**config.mk**
```make
export PLATFORM = sky130hd
export DESIGN_NAME = fifo_rd_ctrl
export DESIGN_NICKNAME = d
export VERILOG_FILES = /design/src/rtl/fifo_rd_ctrl.sv
export SDC_FILE = /design/constraint.sdc
export NUM_CORES = 1
export LEC_CHECK = 0
export CORE_MARGIN = 2
export CORE_UTILIZATION = 46
export CTS_BUF_LIST = sky130_fd_sc_hd__clkbuf_4 sky130_fd_sc_hd__clkbuf_8
export DETAILED_ROUTE_END_ITERATION = 10
export GPL_ROUTABILITY_DRIVEN = 0
export PLACE_DENSITY_LB_ADDON = 0.25
export SYNTH_ARGS = -nofsm -noshare
export SYNTH_HDL_FRONTEND = slang
export SYNTH_SLANG_ARGS = --single-unit
```
**constraint.sdc**
```tcl
create_clock -name clk -period 6.8 [get_ports clk]
set_input_delay 1.36 -clock clk [delete_from_list [all_inputs] [get_ports clk]]
set_output_delay 1.36 -clock clk [all_outputs]
set_load 0.03 [all_outputs]
```
**src/rtl/fifo_rd_ctrl.sv**
```systemverilog
// Purpose : read-side pointer/flag controller of an async FIFO (Gray pointers, level, flags).
// Latency : rd_addr is presented from the read pointer register; rd_valid follows one cycle after an accepted read.
// Backpres: reads are refused while empty (underflow pulse, no pointer move); no stall input.
//
// Ports:
//   clk, rst_n      read-domain clock, asynchronous active-low reset
//   rd_en           consumer read request
//   wptr_gray_sync  write pointer (Gray), already synchronized into clk
//   rd_addr         memory read address (low bits of binary read pointer)
//   rptr_gray       registered Gray read pointer for the write domain
//   empty           registered empty flag
//   almost_empty    registered, occupancy <= ALMOST_EMPTY_TH
//   rd_valid        memory data for the previous accepted read is valid
//   underflow       one-cycle pulse after a read attempted while empty
//   level           registered occupancy seen from the read side
module fifo_rd_ctrl #(
  parameter int ADDR_WIDTH      = 4,
  parameter int ALMOST_EMPTY_TH = 1
) (
  input  logic                  clk,
  input  logic                  rst_n,
  input  logic                  rd_en,
  input  logic [ADDR_WIDTH:0]   wptr_gray_sync,
  output logic [ADDR_WIDTH-1:0] rd_addr,
  output logic [ADDR_WIDTH:0]   rptr_gray,
  output logic                  empty,
  output logic                  almost_empty,
  output logic                  rd_valid,
  output logic                  underflow,
  output logic [ADDR_WIDTH:0]   level
);

  // Pointers carry one extra wrap bit so full (level = depth) and empty
  // (level = 0) are distinguishable.
  localparam int PW = ADDR_WIDTH + 1;
  localparam logic [PW-1:0] AE_TH = PW'(ALMOST_EMPTY_TH);

  logic [PW-1:0] rbin;
  logic [PW-1:0] rbin_next;
  logic [PW-1:0] rgray_next;
  logic [PW-1:0] wbin;
  logic [PW-1:0] level_next;
  logic          rd_accept;
  logic          empty_next;
  logic          almost_empty_next;

  // Address comes straight from the register so the memory sees a clean,
  // glitch-free read address.
  assign rd_addr = rbin[ADDR_WIDTH-1:0];

  always_comb begin
    rd_accept  = rd_en & ~empty;
    rbin_next  = rbin + {{ADDR_WIDTH{1'b0}}, rd_accept};
    rgray_next = rbin_next ^ (rbin_next >> 1);

    // Gray -> binary: each binary bit is the XOR of all Gray bits at and
    // above its position.
    wbin = '0;
    for (int i = 0; i < PW; i++) begin
      wbin[i] = ^(wptr_gray_sync >> i);
    end

    // Modulo arithmetic on the wrap-extended pointers yields 0..depth.
    level_next = wbin - rbin_next;

    // The synchronized write pointer can only lag the real one, so this
    // comparison may report empty late but never falsely report data.
    empty_next        = (rgray_next == wptr_gray_sync);
    almost_empty_next = (level_next <= AE_TH);
  end

  always_ff @(posedge clk or negedge rst_n) begin
    if (!rst_n) begin
      rbin         <= '0;
      rptr_gray    <= '0;
      empty        <= 1'b1;
      almost_empty <= 1'b1;
      level        <= '0;
      rd_valid     <= 1'b0;
      underflow    <= 1'b0;
    end else begin
      rbin         <= rbin_next;
      rptr_gray    <= rgray_next;
      empty        <= empty_next;
      almost_empty <= almost_empty_next;
      level        <= level_next;
      rd_valid     <= rd_accept;
      underflow    <= rd_en & empty;
    end
  end

endmodule

```
==> results of run 1 <==
Yosys cell counts (all sizes together):
cell type  count  area (sq um)
dfrtp         16           400
xnor2         11          96.3
xor2          11           104
inv            7          26.3
ha             5          62.6
nand2          3          11.3
nand3          3          15.0
nor3           3          15.0
a311oi         2          23.8
and3           2          12.5
dfstp          2          52.6
nor2           2          7.51
nor2b          2          12.5
o21ai          2          10.0
a21oi          1          5.00
a31o           1          8.76
and2           1          6.26
buf            1          5.00
nor4           1          12.5
o211a          1          10.0
o31a           1          8.76
or2            1          6.26
critical path, delay by kind of cell:
kind	cells	cell delay, ns
XOR/XNOR	1	0.42
buffers and inverters	3	0.66
adder cells (fa/ha/maj)	3	0.78
AND/OR/NAND/NOR	2	0.35
AO/OA/AOI/OAI	2	0.50
kinds of logic after synthesis:
| logic type | Yosys count | synth area share |
|---|---|---|
| buffers and inverters | 8 | 0.0343 |
| xor gates and xnor gates | 22 | 0.219 |
| adders and majority gates | 5 | 0.0686 |
| AOI/OAI and AO/OA | 8 | 0.0727 |
| DFF | 18 | 0.497 |
| and+or+nand+nor | 18 | 0.108 |
through the flow:
step           hold WS [ns]  utilization  area, sq um  worst slack (ns)
6_report              0.529        0.639         1230              2.92
5_1_grt               0.575        0.639         1230              2.75
4_1_cts               0.543        0.639         1230              2.91
3_5_place_dp          0.514        0.620         1190              2.64
3_3_place_gp          0.499        0.620         1190              2.69
2_1_floorplan         0.558            -          912              3.27
routing by layer:
metal | global-route usage | vias up | wire (microns)
li1 | - | 316 | -
met1 | 0.211 | 320 | 744
met2 | 0.303 | 24 | 841
met3 | 0.0432 | 5 | 124
met4 | 0.0857 | 0 | 38
met5 | 0 | - | 0
worst paths after layout:
kind / startpoint / cells past startpoint / end
setup / recovery: rd_en / 11 / level[4]$_DFF_PN0_
hold / removal: empty$_DFF_PN1_ / 1 / rd_valid$_DFF_PN0_
setup reg to reg: empty$_DFF_PN1_ / 10 / level[4]$_DFF_PN0_
hold reg to reg: empty$_DFF_PN1_ / 1 / rd_valid$_DFF_PN0_
max in group asynchronous: rst_n / 1 / rptr_gray[2]$_DFF_PN0_
min in group asynchronous: rst_n / 1 / rd_valid$_DFF_PN0_
layout make-up:
class	count	area, sq um
fillers	159	694
flip-flops and latches	18	453
multi-input cells	53	428
repair buffers	25	250
clock buffers	4	36.3
well taps	27	33.8
inverters	7	26.3
state kept, by name, indices dropped and copies added, names as in the netlist:
name / flops
rbin: 5
level: 5
empty: 1
rptr_gray: 4
almost_empty: 1
underflow: 1
rd_valid: 1
==> results.sh, run 1 <==
export IMPL_outcome="finished, final reports clean"
export IMPL_crit_chain="clkdlybuf4s50_1 -> nor2b_1 -> ha_1 -> ha_1 -> xor2_1 -> inv_1 -> ha_1 -> inv_1 -> o31a_1 -> o211a_1 -> or2_1"
export IMPL_layout_cells_most_common_list="clkdlybuf4s50_1, dfrtp_1, xnor2_1"
export IMPL_cts_resized_gates=0
export IMPL_cp_end_kind="register"
export IMPL_grt_pass1_wl_microns=3180
export IMPL_grt_max_degree=19
export IMPL_slew_headroom=0.469
export IMPL_cap_violations=0
export IMPL_grt_pass1_vias=729
export IMPL_fin_setup_tns_ns=0
export IMPL_ioPinCount=26
export IMPL_n_antenna_cell=0
export IMPL_cts_clk_slew_worst_paths_ns=0.11
export IMPL_grt_usage=0.178
export IMPL_rsz0062_at_grt="no"
export IMPL_report_final_setup_viol=0
export IMPL_arrival_ns=4.08
export IMPL_clock_skew_final_ns=0.00230
export IMPL_cts_hold_buf=0
export IMPL_cpMostUsedCell="ha_1"
export IMPL_rows=16
export IMPL_min_period_ns=3.88
export IMPL_syn_nets=92
export IMPL_core_area_sq_um=1920
export IMPL_overflow=0
export IMPL_max_stage_delay_ns=0.48
export IMPL_via_per_inst=4.96
export IMPL_die_h_microns=48.5
export IMPL_final_min_period_over_clock_period=0.571
export IMPL_antenna_found_initial=0
export IMPL_synth_seq_area_share=0.497
export IMPL_drc_errors=0
export IMPL_postCtsSetupBuffers=0
export IMPL_clk_path_buf_depth=2
export IMPL_syn2layout_area_growth_pct=34.6
export IMPL_worstHoldPathType="register to register"
export IMPL_wire_per_inst_microns=13.1
export IMPL_tightest_slew_ns=0.794
export IMPL_placedCellCount=130
export IMPL_dp_hpwl_microns=1280
export IMPL_crit_path_start_kind="input pin"
export IMPL_via_count=665
export IMPL_crit_type="input pin to register"
export IMPL_die_w_microns=48.5
export IMPL_cp_slowest_cell="clkdlybuf4s50_1"
export IMPL_clock_latency_ns=0.30
export IMPL_start_util=0.475
export IMPL_max_freq_mhz=258
export IMPL_drt_total_wl_microns=1750
export IMPL_htree_levels=1
export IMPL_r2r_setup_slack_ns=3.94
export IMPL_cts_buffers=3
export IMPL_post_route_cells_drive_above_1_share=0.0935
export IMPL_synth_seq_cells=18
export IMPL_crit_fanout=6
export IMPL_ys_types=24
export IMPL_yosysWarnings=0
export IMPL_cts_root_buffer="clkbuf_4"
export IMPL_drt_iter0_markers=4
export IMPL_hold_viol=0
export IMPL_cp_required_ns=7.00
export IMPL_ant_nets=0
export IMPL_slew_violations=0
export IMPL_port_buffers=25
export IMPL_cts_tree="done"
export IMPL_synth_area_sq_um=912
export IMPL_fin_cells=134
export IMPL_synthCells=79
export IMPL_fin_nets=121
export IMPL_final_common_cell="clkdlybuf4s50_1"
export IMPL_firstDrtPassIters=4
export IMPL_clock_sinks=18
export IMPL_die_area_sq_um=2360
export IMPL_avgSynthCellArea_sq_um=11.5
Power of run 1 is left out: the tool's default activity adds up to more than one toggle a clock period on the data nets, which glitch-free logic cannot reach.
==> inputs of run 2 (changes only) <==
==> constraint.sdc (replaced) <==
create_clock -name clk -period 3.9 [get_ports clk]
set_input_delay 0.78 -clock clk [delete_from_list [all_inputs] [get_ports clk]]
set_output_delay 0.78 -clock clk [all_outputs]
set_load 0.03 [all_outputs]
==> run 2 against run 1 <==
Effect of this change: clock-buffer cell count unchanged; via count shrank 1.8%; sequential share of layout area shrank 0.22 points; final area increased by 0.61%; non-clock buffer count rose by 1; largest cell class unchanged.
==> results.sh, run 2 (synthesized netlist as in run 1, its figures left out) <==
export IMPL_rsz0062_at_grt="no"
export IMPL_worstHoldPathType="register to register"
export IMPL_placedCellCount=131
export IMPL_final_fill_count=166
export IMPL_min_period_ns=3.04
export IMPL_n_antenna_cell=0
export IMPL_max_stage_delay_ns=0.49
export IMPL_arrival_ns=3.26
export IMPL_via_count=653
export IMPL_grt_pass1_wl_microns=2820
export IMPL_slew_headroom=0.488
export IMPL_grtUsageMet1=0.193
export IMPL_use_met2=0.252
export IMPL_fin_setup_tns_ns=0
export IMPL_ant_nets=0
export IMPL_cts_clk_slew_worst_paths_ns=0.10
export IMPL_clock_skew_final_ns=0.000751
export IMPL_grt_busiest_layer="met2"
export IMPL_r2r_setup_slack_ns=1.33
export IMPL_die_area_sq_um=2360
export IMPL_cpMostUsedCell="ha_1"
export IMPL_htree_levels=1
export IMPL_firstDrtPassIters=4
export IMPL_fin_cells=135
export IMPL_clock_latency_ns=0.30
export IMPL_crit_chain="clkdlybuf4s50_1 -> nor2b_1 -> ha_1 -> ha_1 -> xor2_1 -> inv_1 -> ha_1 -> inv_1 -> nor3_1 -> a311oi_2 -> xnor2_1 -> nor4_2"
export IMPL_utilization=0.643
export IMPL_cts_buffers=3
export IMPL_antenna_found_initial=0
export IMPL_tightest_slew_ns=0.766
export IMPL_grt_pass1_vias=639
export IMPL_clk_path_buf_depth=2
export IMPL_biggestRegsByFlops="level (5), rbin (5), rptr_gray (4)"
export IMPL_rows=16
export IMPL_report_final_setup_viol=0
export IMPL_port_buffers=25
export IMPL_cts_tree="done"
export IMPL_outcome="finished, final reports clean"
export IMPL_drt_total_wl_microns=1540
export IMPL_timing_rr_start="empty$_DFF_PN1_"
export IMPL_slew_violations=0
export IMPL_cp_depth=12
export IMPL_cpLargestDelayFamily="adder cells"
export IMPL_cts_resized_gates=0
export IMPL_crit_type="input pin to register"
export IMPL_start_util=0.475
export IMPL_pre_cts_ws_ns=0.557
export IMPL_reg2regPathDepth=11
export IMPL_syn2layout_area_growth_pct=35.4
export IMPL_drt_iter0_markers=11
export IMPL_final_common_cell="clkdlybuf4s50_1"
export IMPL_cts_root_buffer="clkbuf_4"
export IMPL_fin_nets=122
export IMPL_wire_per_inst_microns=11.4
export IMPL_r2r_end="almost_empty$_DFF_PN1_"
export IMPL_clock_sinks=18
export IMPL_endpoint="almost_empty$_DFF_PN1_"
export IMPL_dp_hpwl_microns=1210
export IMPL_cap_violations=0
export IMPL_cts_hold_buf=0
export IMPL_layout_cells_most_common_list="clkdlybuf4s50_1, dfrtp_1, xnor2_1"
export IMPL_path_buf_inv=3
export IMPL_core_area_sq_um=1920
export IMPL_grt_use_met3=0.0401
export IMPL_die_h_microns=48.5
export IMPL_worst_slack_ns=0.860
export IMPL_cp_slowest_cell="clkdlybuf4s50_1"
export IMPL_crit_start="rd_en"
export IMPL_cp_end_kind="register"
export IMPL_die_w_microns=48.5
export IMPL_post_route_cells_drive_above_1_share=0.102
export IMPL_crit_path_start_kind="input pin"
export IMPL_drc_errors=0
export IMPL_grt_max_degree=19
export IMPL_cp_required_ns=4.12
export IMPL_via_per_inst=4.84
export IMPL_hold_viol=0
export IMPL_postCtsSetupBuffers=0
export IMPL_final_min_period_over_clock_period=0.780
export IMPL_ioPinCount=26
export IMPL_grt_usage=0.155
export IMPL_max_freq_mhz=329
export IMPL_crit_fanout=6
export IMPL_overflow=0
run 2: cell types whose count changed in the layout (fill, tap and decap cells not counted), sizes merged:
cell | previous run | this run
buf | 0 | 1
run 2: how the worst min path moves through the flow:
| stage | startpoint | end | slack [ns] | cells past startpoint |
|---|---|---|---|---|
| finish | empty$_DFF_PN1_ | rd_valid$_DFF_PN0_ | 0.52 | 1 |
| global route | empty$_DFF_PN1_ | underflow$_DFF_PN0_ | 0.57 | 1 |
| CTS | empty$_DFF_PN1_ | rd_valid$_DFF_PN0_ | 0.52 | 1 |
| detailed placement | empty$_DFF_PN1_ | rd_valid$_DFF_PN0_ | 0.50 | 1 |
| global placement | empty$_DFF_PN1_ | rd_valid$_DFF_PN0_ | 0.50 | 1 |
| floorplan | rst_n | level[0]$_DFF_PN0_ | 0.48 | 0 |
run 2: stage by stage:
step / area (sq um) / hold WS, ns
final: 1230 / 0.521
after global routing: 1230 / 0.566
after CTS: 1230 / 0.525
after detailed placement: 1200 / 0.505
after global placement: 1200 / 0.501
after floorplan: 912 / 0.484
run 2: per-layer routing:
metal	share of wire	up-vias	routed length, microns
li1	-	323	-
met1	0.47	305	723
met2	0.45	20	689
met3	0.062	5	96
met4	0.022	0	34
met5	0	-	0
run 2: final cells by class:
class | instances | area (sq um) | area share
flip-flops and latches | 18 | 453 | 0.367
multi-input cells | 53 | 428 | 0.347
repair buffers | 26 | 258 | 0.209
clock buffers | 4 | 36.3 | 0.0294
well taps | 27 | 33.8 | 0.0274
inverters | 7 | 26.3 | 0.0213
Power of run 2 is left out for the same reason.
